File: src/rtl/rca_reconfig_controller_if.sv
// Bundle of the configuration, use-gating and storage-write signals for
// rca_reconfig_controller. The slave modport is the controller's view; the
// master modport is the issue/storage side that surrounds it.
interface rca_reconfig_controller_if #(
    parameter int NUM_RCAS   = 4,
    parameter int CFG_DATA_W = 8
);
    localparam int SW = $clog2(NUM_RCAS);

    // Config word stream from issue
    logic                  cfg_valid;
    logic                  cfg_ready;
    logic [SW-1:0]         cfg_rca_sel;
    logic [2:0]            cfg_type;
    logic [7:0]            cfg_addr;
    logic [CFG_DATA_W-1:0] cfg_data;
    logic                  cfg_last;

    // Use instruction gating and completion
    logic                  use_valid;
    logic [SW-1:0]         use_rca_sel;
    logic                  use_ready;
    logic                  use_done;
    logic [SW-1:0]         use_done_rca_sel;

    // Write port toward the per-RCA config register banks
    logic                  wr_valid;
    logic [SW-1:0]         wr_rca_sel;
    logic [2:0]            wr_type;
    logic [7:0]            wr_addr;
    logic [CFG_DATA_W-1:0] wr_data;

    // Status
    logic [NUM_RCAS-1:0]   rca_ready;
    logic                  busy;
    logic                  proto_error;

    modport slave (
        input  cfg_valid, cfg_rca_sel, cfg_type, cfg_addr, cfg_data, cfg_last,
        input  use_valid, use_rca_sel, use_done, use_done_rca_sel,
        output cfg_ready, use_ready,
        output wr_valid, wr_rca_sel, wr_type, wr_addr, wr_data,
        output rca_ready, busy, proto_error
    );

    modport master (
        output cfg_valid, cfg_rca_sel, cfg_type, cfg_addr, cfg_data, cfg_last,
        output use_valid, use_rca_sel, use_done, use_done_rca_sel,
        input  cfg_ready, use_ready,
        input  wr_valid, wr_rca_sel, wr_type, wr_addr, wr_data,
        input  rca_ready, busy, proto_error
    );
endinterface

File: src/rtl/rca_reconfig_controller.sv
// RCA reconfiguration controller.
// Locks one RCA at a time, drains its in-flight use instructions, then
// forwards its config words to the config register banks with one cycle of
// latency. Tracks per-RCA configured state and outstanding use count, and
// gates use issue on both.
// Optional feature: define RCA_CFG_DRAIN_TIMEOUT_EN to abandon a drain that
// lasts DRAIN_TIMEOUT cycles (the RCA's previous ready state is restored).
module rca_reconfig_controller #(
    parameter int NUM_RCAS        = 4,
    parameter int MAX_OUTSTANDING = 4,
`ifdef RCA_CFG_DRAIN_TIMEOUT_EN
    parameter int DRAIN_TIMEOUT   = 256,
`endif
    parameter int CFG_DATA_W      = 8
) (
    input  logic                        clk,
    input  logic                        rst,
    rca_reconfig_controller_if.slave    bus
);
    localparam int SW = $clog2(NUM_RCAS);
    localparam int CW = $clog2(MAX_OUTSTANDING + 1);

    localparam logic [1:0] IDLE  = 2'd0;
    localparam logic [1:0] DRAIN = 2'd1;
    localparam logic [1:0] WRITE = 2'd2;

    logic [1:0]          state;
    logic [SW-1:0]       lock_sel;
    logic [NUM_RCAS-1:0] rca_ready_q;
    logic [CW-1:0]       outstanding      [NUM_RCAS];
    logic [CW-1:0]       outstanding_next [NUM_RCAS];
    logic                use_grant;
    logic                use_accept;
    logic                done_error;
    logic                word_ok;

`ifdef RCA_CFG_DRAIN_TIMEOUT_EN
    localparam int TW = $clog2(DRAIN_TIMEOUT + 1);
    logic [TW-1:0] drain_cnt;
    logic          prev_ready;
`endif

    // Use grant, done validation and next outstanding count per RCA
    always_comb begin
        // NOTE: every always_comb output gets a default first so no path leaves it unassigned and infers a latch.
        use_grant  = rca_ready_q[bus.use_rca_sel] &&
                     (outstanding[bus.use_rca_sel] < CW'(MAX_OUTSTANDING));
        use_accept = bus.use_valid && use_grant;
        done_error = bus.use_done && (outstanding[bus.use_done_rca_sel] == '0);
        for (int i = 0; i < NUM_RCAS; i++) begin
            logic inc;
            logic dec;
            outstanding_next[i] = outstanding[i];
            inc = use_accept && (bus.use_rca_sel == SW'(i));
            dec = bus.use_done && (bus.use_done_rca_sel == SW'(i)) && (outstanding[i] != '0);
            if (inc && !dec)
                outstanding_next[i] = outstanding[i] + 1'b1;
            else if (dec && !inc)
                outstanding_next[i] = outstanding[i] - 1'b1;
        end
    end

    // A word is written only if it targets the locked RCA and a real type
    assign word_ok = (bus.cfg_rca_sel == lock_sel) && (bus.cfg_type != 3'd7);

    // Outstanding use counters; increments are already bounded by use_grant
    always_ff @(posedge clk or negedge rst) begin
        if (!rst) begin
            for (int i = 0; i < NUM_RCAS; i++)
                outstanding[i] <= '0;
        end else begin
            // NOTE: sequential state uses non-blocking assignments so every register samples pre-edge values.
            for (int i = 0; i < NUM_RCAS; i++)
                outstanding[i] <= outstanding_next[i];
        end
    end

    // Lock / drain / write sequencing, ready flags and the registered write port
    always_ff @(posedge clk or negedge rst) begin
        if (!rst) begin
            state           <= IDLE;
            lock_sel        <= '0;
            rca_ready_q     <= '0;
            bus.wr_valid    <= 1'b0;
            bus.wr_rca_sel  <= '0;
            bus.wr_type     <= '0;
            bus.wr_addr     <= '0;
            bus.wr_data     <= '0;
            bus.proto_error <= 1'b0;
`ifdef RCA_CFG_DRAIN_TIMEOUT_EN
            drain_cnt       <= '0;
            prev_ready      <= 1'b0;
`endif
        end else begin
            bus.wr_valid    <= 1'b0;
            bus.proto_error <= done_error;
            case (state)
                IDLE: begin
                    if (bus.cfg_valid) begin
                        lock_sel                     <= bus.cfg_rca_sel;
                        rca_ready_q[bus.cfg_rca_sel] <= 1'b0;
`ifdef RCA_CFG_DRAIN_TIMEOUT_EN
                        prev_ready <= rca_ready_q[bus.cfg_rca_sel];
                        drain_cnt  <= '0;
`endif
                        // Use the post-edge count so a use granted in the lock
                        // cycle itself is still drained before writing.
                        state <= (outstanding_next[bus.cfg_rca_sel] != '0) ? DRAIN : WRITE;
                    end
                end
                DRAIN: begin
                    if (outstanding[lock_sel] == '0)
                        state <= WRITE;
`ifdef RCA_CFG_DRAIN_TIMEOUT_EN
                    else if (drain_cnt == TW'(DRAIN_TIMEOUT - 1)) begin
                        state                 <= IDLE;
                        rca_ready_q[lock_sel] <= prev_ready;
                        bus.proto_error       <= 1'b1;
                    end else
                        drain_cnt <= drain_cnt + 1'b1;
`endif
                end
                WRITE: begin
                    if (bus.cfg_valid) begin
                        if (word_ok) begin
                            bus.wr_valid   <= 1'b1;
                            bus.wr_rca_sel <= bus.cfg_rca_sel;
                            bus.wr_type    <= bus.cfg_type;
                            bus.wr_addr    <= bus.cfg_addr;
                            bus.wr_data    <= bus.cfg_data;
                        end else begin
                            bus.proto_error <= 1'b1;
                        end
                        if (bus.cfg_last) begin
                            rca_ready_q[lock_sel] <= 1'b1;
                            state                 <= IDLE;
                        end
                    end
                end
                default: state <= IDLE;
            endcase
        end
    end

    assign bus.cfg_ready = (state == WRITE);
    assign bus.busy      = (state != IDLE);
    assign bus.use_ready = use_grant;
    assign bus.rca_ready = rca_ready_q;

endmodule

File: src/flat_wrapper.sv
// flat-port wrapper written by rule: the top's interface ports become plain ports
module rca_reconfig_controller_flat 
#(
    parameter int NUM_RCAS        = 4,
    parameter int MAX_OUTSTANDING = 4,

    parameter int CFG_DATA_W      = 8
)
  (clk, rst, bus_cfg_valid, bus_cfg_rca_sel, bus_cfg_type, bus_cfg_addr, bus_cfg_data, bus_cfg_last, bus_use_valid, bus_use_rca_sel, bus_use_done, bus_use_done_rca_sel, bus_cfg_ready, bus_use_ready, bus_wr_valid, bus_wr_rca_sel, bus_wr_type, bus_wr_addr, bus_wr_data, bus_rca_ready, bus_busy, bus_proto_error);
  rca_reconfig_controller_if #(.NUM_RCAS(NUM_RCAS), .CFG_DATA_W(CFG_DATA_W)) bus_i ();
  input  logic clk;
  input  logic rst;
  input wire logic [$bits(bus_i.cfg_valid)-1:0] bus_cfg_valid;
  input wire logic [$bits(bus_i.cfg_rca_sel)-1:0] bus_cfg_rca_sel;
  input wire logic [$bits(bus_i.cfg_type)-1:0] bus_cfg_type;
  input wire logic [$bits(bus_i.cfg_addr)-1:0] bus_cfg_addr;
  input wire logic [$bits(bus_i.cfg_data)-1:0] bus_cfg_data;
  input wire logic [$bits(bus_i.cfg_last)-1:0] bus_cfg_last;
  input wire logic [$bits(bus_i.use_valid)-1:0] bus_use_valid;
  input wire logic [$bits(bus_i.use_rca_sel)-1:0] bus_use_rca_sel;
  input wire logic [$bits(bus_i.use_done)-1:0] bus_use_done;
  input wire logic [$bits(bus_i.use_done_rca_sel)-1:0] bus_use_done_rca_sel;
  output wire logic [$bits(bus_i.cfg_ready)-1:0] bus_cfg_ready;
  output wire logic [$bits(bus_i.use_ready)-1:0] bus_use_ready;
  output wire logic [$bits(bus_i.wr_valid)-1:0] bus_wr_valid;
  output wire logic [$bits(bus_i.wr_rca_sel)-1:0] bus_wr_rca_sel;
  output wire logic [$bits(bus_i.wr_type)-1:0] bus_wr_type;
  output wire logic [$bits(bus_i.wr_addr)-1:0] bus_wr_addr;
  output wire logic [$bits(bus_i.wr_data)-1:0] bus_wr_data;
  output wire logic [$bits(bus_i.rca_ready)-1:0] bus_rca_ready;
  output wire logic [$bits(bus_i.busy)-1:0] bus_busy;
  output wire logic [$bits(bus_i.proto_error)-1:0] bus_proto_error;
  assign bus_i.cfg_valid = bus_cfg_valid;
  assign bus_i.cfg_rca_sel = bus_cfg_rca_sel;
  assign bus_i.cfg_type = bus_cfg_type;
  assign bus_i.cfg_addr = bus_cfg_addr;
  assign bus_i.cfg_data = bus_cfg_data;
  assign bus_i.cfg_last = bus_cfg_last;
  assign bus_i.use_valid = bus_use_valid;
  assign bus_i.use_rca_sel = bus_use_rca_sel;
  assign bus_i.use_done = bus_use_done;
  assign bus_i.use_done_rca_sel = bus_use_done_rca_sel;
  assign bus_cfg_ready = bus_i.cfg_ready;
  assign bus_use_ready = bus_i.use_ready;
  assign bus_wr_valid = bus_i.wr_valid;
  assign bus_wr_rca_sel = bus_i.wr_rca_sel;
  assign bus_wr_type = bus_i.wr_type;
  assign bus_wr_addr = bus_i.wr_addr;
  assign bus_wr_data = bus_i.wr_data;
  assign bus_rca_ready = bus_i.rca_ready;
  assign bus_busy = bus_i.busy;
  assign bus_proto_error = bus_i.proto_error;
  rca_reconfig_controller #(.NUM_RCAS(NUM_RCAS), .MAX_OUTSTANDING(MAX_OUTSTANDING), .CFG_DATA_W(CFG_DATA_W)) u_core (.clk(clk), .rst(rst), .bus(bus_i));
endmodule
File: config.mk
export PLATFORM = sky130hd
export DESIGN_NAME = rca_reconfig_controller_flat
export DESIGN_NICKNAME = d
export VERILOG_FILES = /design/src/rtl/rca_reconfig_controller_if.sv /design/src/rtl/rca_reconfig_controller.sv /design/src/flat_wrapper.sv
export SDC_FILE = /design/constraint.sdc
export NUM_CORES = 1
export LEC_CHECK = 0
export CAP_MARGIN = 10
export CORE_MARGIN = 2
export CORE_UTILIZATION = 44
export DETAILED_ROUTE_END_ITERATION = 7
export GPL_TIMING_DRIVEN = 1
export PLACE_DENSITY = 0.75
export SLEW_MARGIN = 20
export SYNTH_ARGS = -nofsm -noshare
export SYNTH_HDL_FRONTEND = slang
export SYNTH_SLANG_ARGS = --single-unit
File: constraint.sdc
create_clock -name clk -period 2.35 [get_ports clk]
set_clock_uncertainty 0.05 [all_clocks]
set_input_delay 0.47 -clock clk [delete_from_list [all_inputs] [get_ports clk]]
set_output_delay 0.47 -clock clk [all_outputs]
set_load 0.01 [all_outputs]
==> results.toml <==
[run_status]
run_status = "finished, violations left"
violated_checks = "negative setup slack"

[clock_tree]
skew_pair_late_insertion_delay_ns = 0.29
cts.htree.levels = 2
tritoncts = "done"
clkSinkCount = 43
cts_made_buffers = 5
clockBufferDepth = 2
clockRootBuffer = "sky130_fd_sc_hd__clkbuf_8"
cts.reportedPaths.clkPinSlew_ns = 0.08

[critical_path]
crit_path_top_delay_cell = "sky130_fd_sc_hd__or4_1"
cp.arrival_ns = 2.50
worst-path-max-fanout = 3
path_cells = "inv_1 > ha_2 > ha_2 > nor4b_4 > xnor2_1 > xnor2_1 > or4_1 > o22a_1 > a21o_1"
path_buf_inv = 1
setup.worst_path.class = "flip-flop to flip-flop"
worst_ep_required_time_ns = 2.49
critical-path-max-stage-delay_ns = 0.42
worst_setup_path_start_kind = "flip-flop"
path_delay_family = "simple AND/OR/NAND/NOR gates"
critical_path.endpoint_type = "flip-flop"

[logic_synthesis]
synthMuxAreaShare_pct = 0
synth_top_flop_cell = "sky130_fd_sc_hd__dfrtp_1"
synth_async_sr_flop_share_pct = 100.0
synth_top_family_by_area = "simple AND/OR/NAND/NOR gates"
complex_gate_fraction_of_the_synthesized_area_pct = 15.27
synth_seq_area_share_pct = 46.06
synth_edf_count = 0
post-synth-top-count-cell = "sky130_fd_sc_hd__nand2_1"
post_synth_xor_area_fraction_pct = 2.999
synth_top_cell_by_area = "sky130_fd_sc_hd__dfrtp_1"
synth_area_per_cell_sq_um = 8.985
synth_top_cell_area_share_pct = 46.06
synthAdderAreaFrac_pct = 6.427
synthesis.instances = 260
synthDistinctLibCells = 46
synth_fp_nets = 303
post_synthesis_share_of_cell_area_spent_on_and_or_nand_and_nor_gates_pct = 24.75
ys_warn_count = 0
netlist_area_sq_um = 2336
synth.top_cells.by_count = "73 x sky130_fd_sc_hd__nand2_1, 43 x sky130_fd_sc_hd__dfrtp_1, 19 x sky130_fd_sc_hd__inv_1"
synth_area_leaders = "sky130_fd_sc_hd__dfrtp_1 46%, sky130_fd_sc_hd__nand2_1 12%, sky130_fd_sc_hd__ha_1 6.4%, sky130_fd_sc_hd__inv_1 3.1%, sky130_fd_sc_hd__xnor2_1 2.2%"
synth.ff_latch_count = 43

[cells_and_area]
n_antenna_cell = 0
fillerInstances = 417
final-seq-area_sq_um = 1076
area_used_by_multi_input_combinational_logic_sq_um = 1241
final_net_count = 406
drive_gt1_share_pct = 19.89
final_util_pct = 68.72
area_grow_syn2layout_pct = 50.24

[sta]
drv_slew = 0
finalWorstSetupSlack_ns = -0.01066
achievable-frequency_mhz = 423.6
holdWs_ns = 0.1063
finalCritPeriodShare_pct = 100.5
fin_tns_setup_ns = -0.01066
timing.max_slew.rel_slack_pct = 62.71
rsz0062_at_grt = "yes"
hold_viol = 0
report.final.setup_viol = 1
worst_slew_pin_slew_ns = 0.5593
fin_crit_ns = 2.361

[power_and_ir_drop]
cellPowerDensity_nw_per_um2 = 1085
vdd_ir_drop_max_uv = 540.9
post-layout-total-power_uw = 3809
leakage_uw = 0.001655

[floorplan]
io_pins = 61
die_x_microns = 76.87
coreArea_sq_um = 5107
start_util_pct = 45.74
fp.dieH_microns = 76.87
design.die.area_sq_um = 5908
standard_cell_rows = 26

[route]
iter_0_drt_violations = 105
drt-vias-per-instance = 5.167
drt_pass1_iterations = 4
drc_errors = 0
wl_microns = 6191
wl_per_cell_microns = 14.33
dr_total_vias = 2232
final_antenna_net_count = 0

[placed_design]
detailedPlacementHpwl_microns = 4665
number_of_port_buffers = 60
gpl.final_weighted_congestion = 0.8918

[grt]
grt_pass1_vias = 2390
gr-usage-all-layers_pct = 22.84
pin_count_of_the_biggest_net_entering_global_routing = 25
grt_first_pass_wirelength_microns = 10970
gr-total-overflow = 0
antenna_found_initial = 0

[job]
timing.max_cap.violations = 0

[min_path]
hp-class = "primary input to asynchronous set/reset pin"
-- worst reg2reg max path, delay by kind of cell, from the launching register on --
family	cells	cell delay, ns
adder cells (fa/ha/maj)	2	0.37
flip-flops	1	0.37
AO/OA/AOI/OAI	2	0.41
XOR/XNOR	2	0.28
AND/OR/NAND/NOR	2	0.70
buffers and inverters	1	0.06
-- stage by stage --
stage | area [sq um] | instances | worst slack (ns)
after floorplan | 2361 | 260 | -0.03504
after global placement | 3358 | 424 | -0.3513
after detailed placement | 3358 | 424 | -0.4125
after CTS | 3471 | 431 | -0.05028
after global routing | 3510 | 432 | -0.1166
final | 3510 | 432 | -0.01066
-- what timing repair did --
action                     CTS  global route
hold buffers                 0             0
setup endpoints to repair    3             2
gates cloned                 0             0
setup buffers                1             1
resized for setup            7            11
pin swaps                    2             2
hold endpoints to repair     0             0
-- flip-flops by register name, indices dropped and copies added (netlist names) --
register                count
u_core.bus.proto_error      1
u_core.bus.rca_ready        4
u_core.bus.wr_addr          8
u_core.bus.wr_data          8
u_core.bus.wr_rca_sel       2
u_core.bus.wr_type          3
u_core.bus.wr_valid         1
u_core.lock_sel             2
u_core.outstanding         12
u_core.state                2
-- where the power goes --
part	internal, uW	switching [uW]	total, uW
Clock	198	235	433
Combinational	1130	951	2080
Sequential	1060	241	1300
-- layer usage --
layer | track usage, % | part of all wire, % | up-vias
met5 | 0 | 0 | -
met4 | 6.727 | 1.4 | 0
met3 | 9.529 | 9.8 | 8
met2 | 36.58 | 47 | 85
met1 | 28.17 | 42 | 1040
li1 | - | - | 1099
-- final timing paths --
path | start | to | slack, ns | cells after the start
max reg2reg | u_core.outstanding[9] | u_core.state[0] | -0.01 | 9
max | u_core.outstanding[9] | u_core.state[0] | -0.01 | 9
min in group clk | u_core.bus.wr_addr[6] | u_core.bus.wr_addr[6] | 0.42 | 2
max in group asynchronous | rst | u_core.bus.wr_data[2] | 1.63 | 2
min | rst | u_core.outstanding[7] | 0.11 | 1
min reg2reg | u_core.bus.wr_addr[6] | u_core.bus.wr_addr[6] | 0.42 | 2
-- kinds of logic after synthesis --
family / Yosys count
adders and majority gates: 12
AOI/OAI and AO/OA: 50
DFF: 43
buffers and inverters: 28
xor gates and xnor gates: 8
and+or+nand+nor: 119
-- cell type report --
type	instances	share of cell area (%)
Clock buffer	6	2.068
Inverter	19	2.032
Multi-Input combinational cell	189	35.37
Sequential cell	43	30.66
Tap cell	70	2.496
Timing Repair Buffer	105	27.38
-- layout by cell type, fill, tap and decap left out, drive strengths merged, types with 3 or more instances in the layout --
cell type / Yosys / routed
a21oi: 6 / 6
buf: 0 / 46
clkbuf: 9 / 6
nor2b: 3 / 3
xnor2: 6 / 6
nor3: 7 / 7
clkdlybuf4s50: 0 / 55
nor2: 7 / 7
dfrtp: 43 / 43
or4: 3 / 3
o22ai: 4 / 4
ha: 12 / 12
nand2: 73 / 73
o211ai: 4 / 4
o21ai: 12 / 12
a31oi: 6 / 6
nand3: 5 / 5
nor4: 5 / 5
inv: 19 / 19
(Power assumes the default switching activity.)
==> variant (same flow settings) <==
Build with the macro `RCA_CFG_DRAIN_TIMEOUT_EN` defined.
--- a/src/rtl/rca_reconfig_controller.sv
+++ b/src/rtl/rca_reconfig_controller.sv
@@ -5,6 +5,8 @@
 // gates use issue on both.
 // Optional feature: define RCA_CFG_DRAIN_TIMEOUT_EN to abandon a drain that
 // lasts DRAIN_TIMEOUT cycles (the RCA's previous ready state is restored).
+`define RCA_CFG_DRAIN_TIMEOUT_EN
+
 module rca_reconfig_controller #(
     parameter int NUM_RCAS        = 4,
     parameter int MAX_OUTSTANDING = 4,
Formal check against the unedited RTL: same outputs for any inputs over 4 cycles, from zero or initial values and one cycle with rst low; that may be too few to reach the edited logic, so the function may still have changed.
==> variant against the original RTL <==
The flow still finishes with violations (negative setup slack). Core utilization down 3.1 points. Setup slack worse by 0.031 ns. Area after synthesis up 35%. Wire length up 31%. Global-route usage down 0.83 points. Critical path depth down 2. Final area up 28%. Sequential cell count up 10. Count of clock-buffer cells in the layout down 1. Synthesized cell count up 20%. Total power up 28%. Hold slack better by 0.36 ns.
==> variant: results (changes against the original RTL) <==
| Metric | Value |
|---|---|
| Number of fill cells | `546 (+31%)` |
| WL final | `8103 um (+31%)` |
| Reg area | `1328 sq um (+23%)` |
| Synth Instances | `311 (+20%)` |
| Post-DP HPWL | `6079 um (+30%)` |
| ClkCell Share | `2.110% (+0.042 points)` |
| Startpoint Class | `primary input` |
| Multi-input gate share of the layout cell area | `40.03% (+4.7 points)` |
| WHS | `0.4670 ns (+0.3607 ns)` |
| Placed cell count | `518 (+22%)` |
| Fin cells | `529 (+22%)` |
| Placer congestion estimate | `0.9177 (+2.9%)` |
| Worst skew pair latency | `0.32 ns (+0.03 ns)` |
| Status | `finished with violations` |
| Core area | `6869 sq um (+34%)` |
| Commonest cells post-synth | `dfrtp_1 (53), inv_1 (24), mux2_2 (22), a21oi_1 (20)` |
| Signal buffers | `120 (+14%)` |
| RR Startpoint | `u_core.outstanding[10]$_DFF_PN0_` |
| Total negative slack | `-0.04206 ns (-0.03139 ns)` |
| Pleak | `1.988 nW (+20%)` |
| Final Worst Setup Slack | `-0.04206 ns (-0.03139 ns)` |
| Nets | `481 (+18%)` |
| Ratio of cells with drive above 1 in the final layout | `28.18% (+8.3 points)` |
| CP arrival | `2.55 ns (+0.05 ns)` |
| Failing checks | `negative setup slack` |
| Biggest regs | `u_core.outstanding: 12 flops, u_core.drain_cnt: 9 flops` |
| Start point of the critical path | `bus_use_valid` |
| First-pass GRT wire length | `13390 um (+22%)` |
| Synth unique cells | `56 (+22%)` |
| Setup violations, final | `1 (unchanged)` |
| Multi-input gate count | `228 (+21%)` |
| Reg power frac | `31.0% (-3.1 points)` |
[variant: per-layer routing]
metal	wire length [um]	share of wire [%]	vias up	track usage, %
li1	-	-	1381	-
met1	3558	44	1375	28.07
met2	4073	50	58	37.32
met3	287	3.5	14	4.104
met4	184	2.3	0	8.264
met5	0	0	-	0
[variant: cells by family after synthesis]
group,share of synthesized area (%)
compound gates,17.21
xor+xnor,3.339
fa+ha+maj,7.154
buf+inv,3.657
flops,42.13
mux,9.300
simple gates,17.21
[variant: repair_timing]
item / 4_1_cts / 5_1_grt
resized for setup: 9 / 18
gates cloned: 0 / 0
hold buffers: 1 / 0
endpoints found under the hold margin: 7 / 0
buffers inserted: 0 / 2
pin swaps: 4 / 5
setup endpoints to repair: 3 / 8
[variant: worst max-delay path: stages]
cell and delay (ns):
clkdlybuf4s50_1 0.52, and4bb_2 0.29, nand2_2 0.07, or4_1 0.47
a311o_1 0.36, o21a_1 0.12, a32o_1 0.24
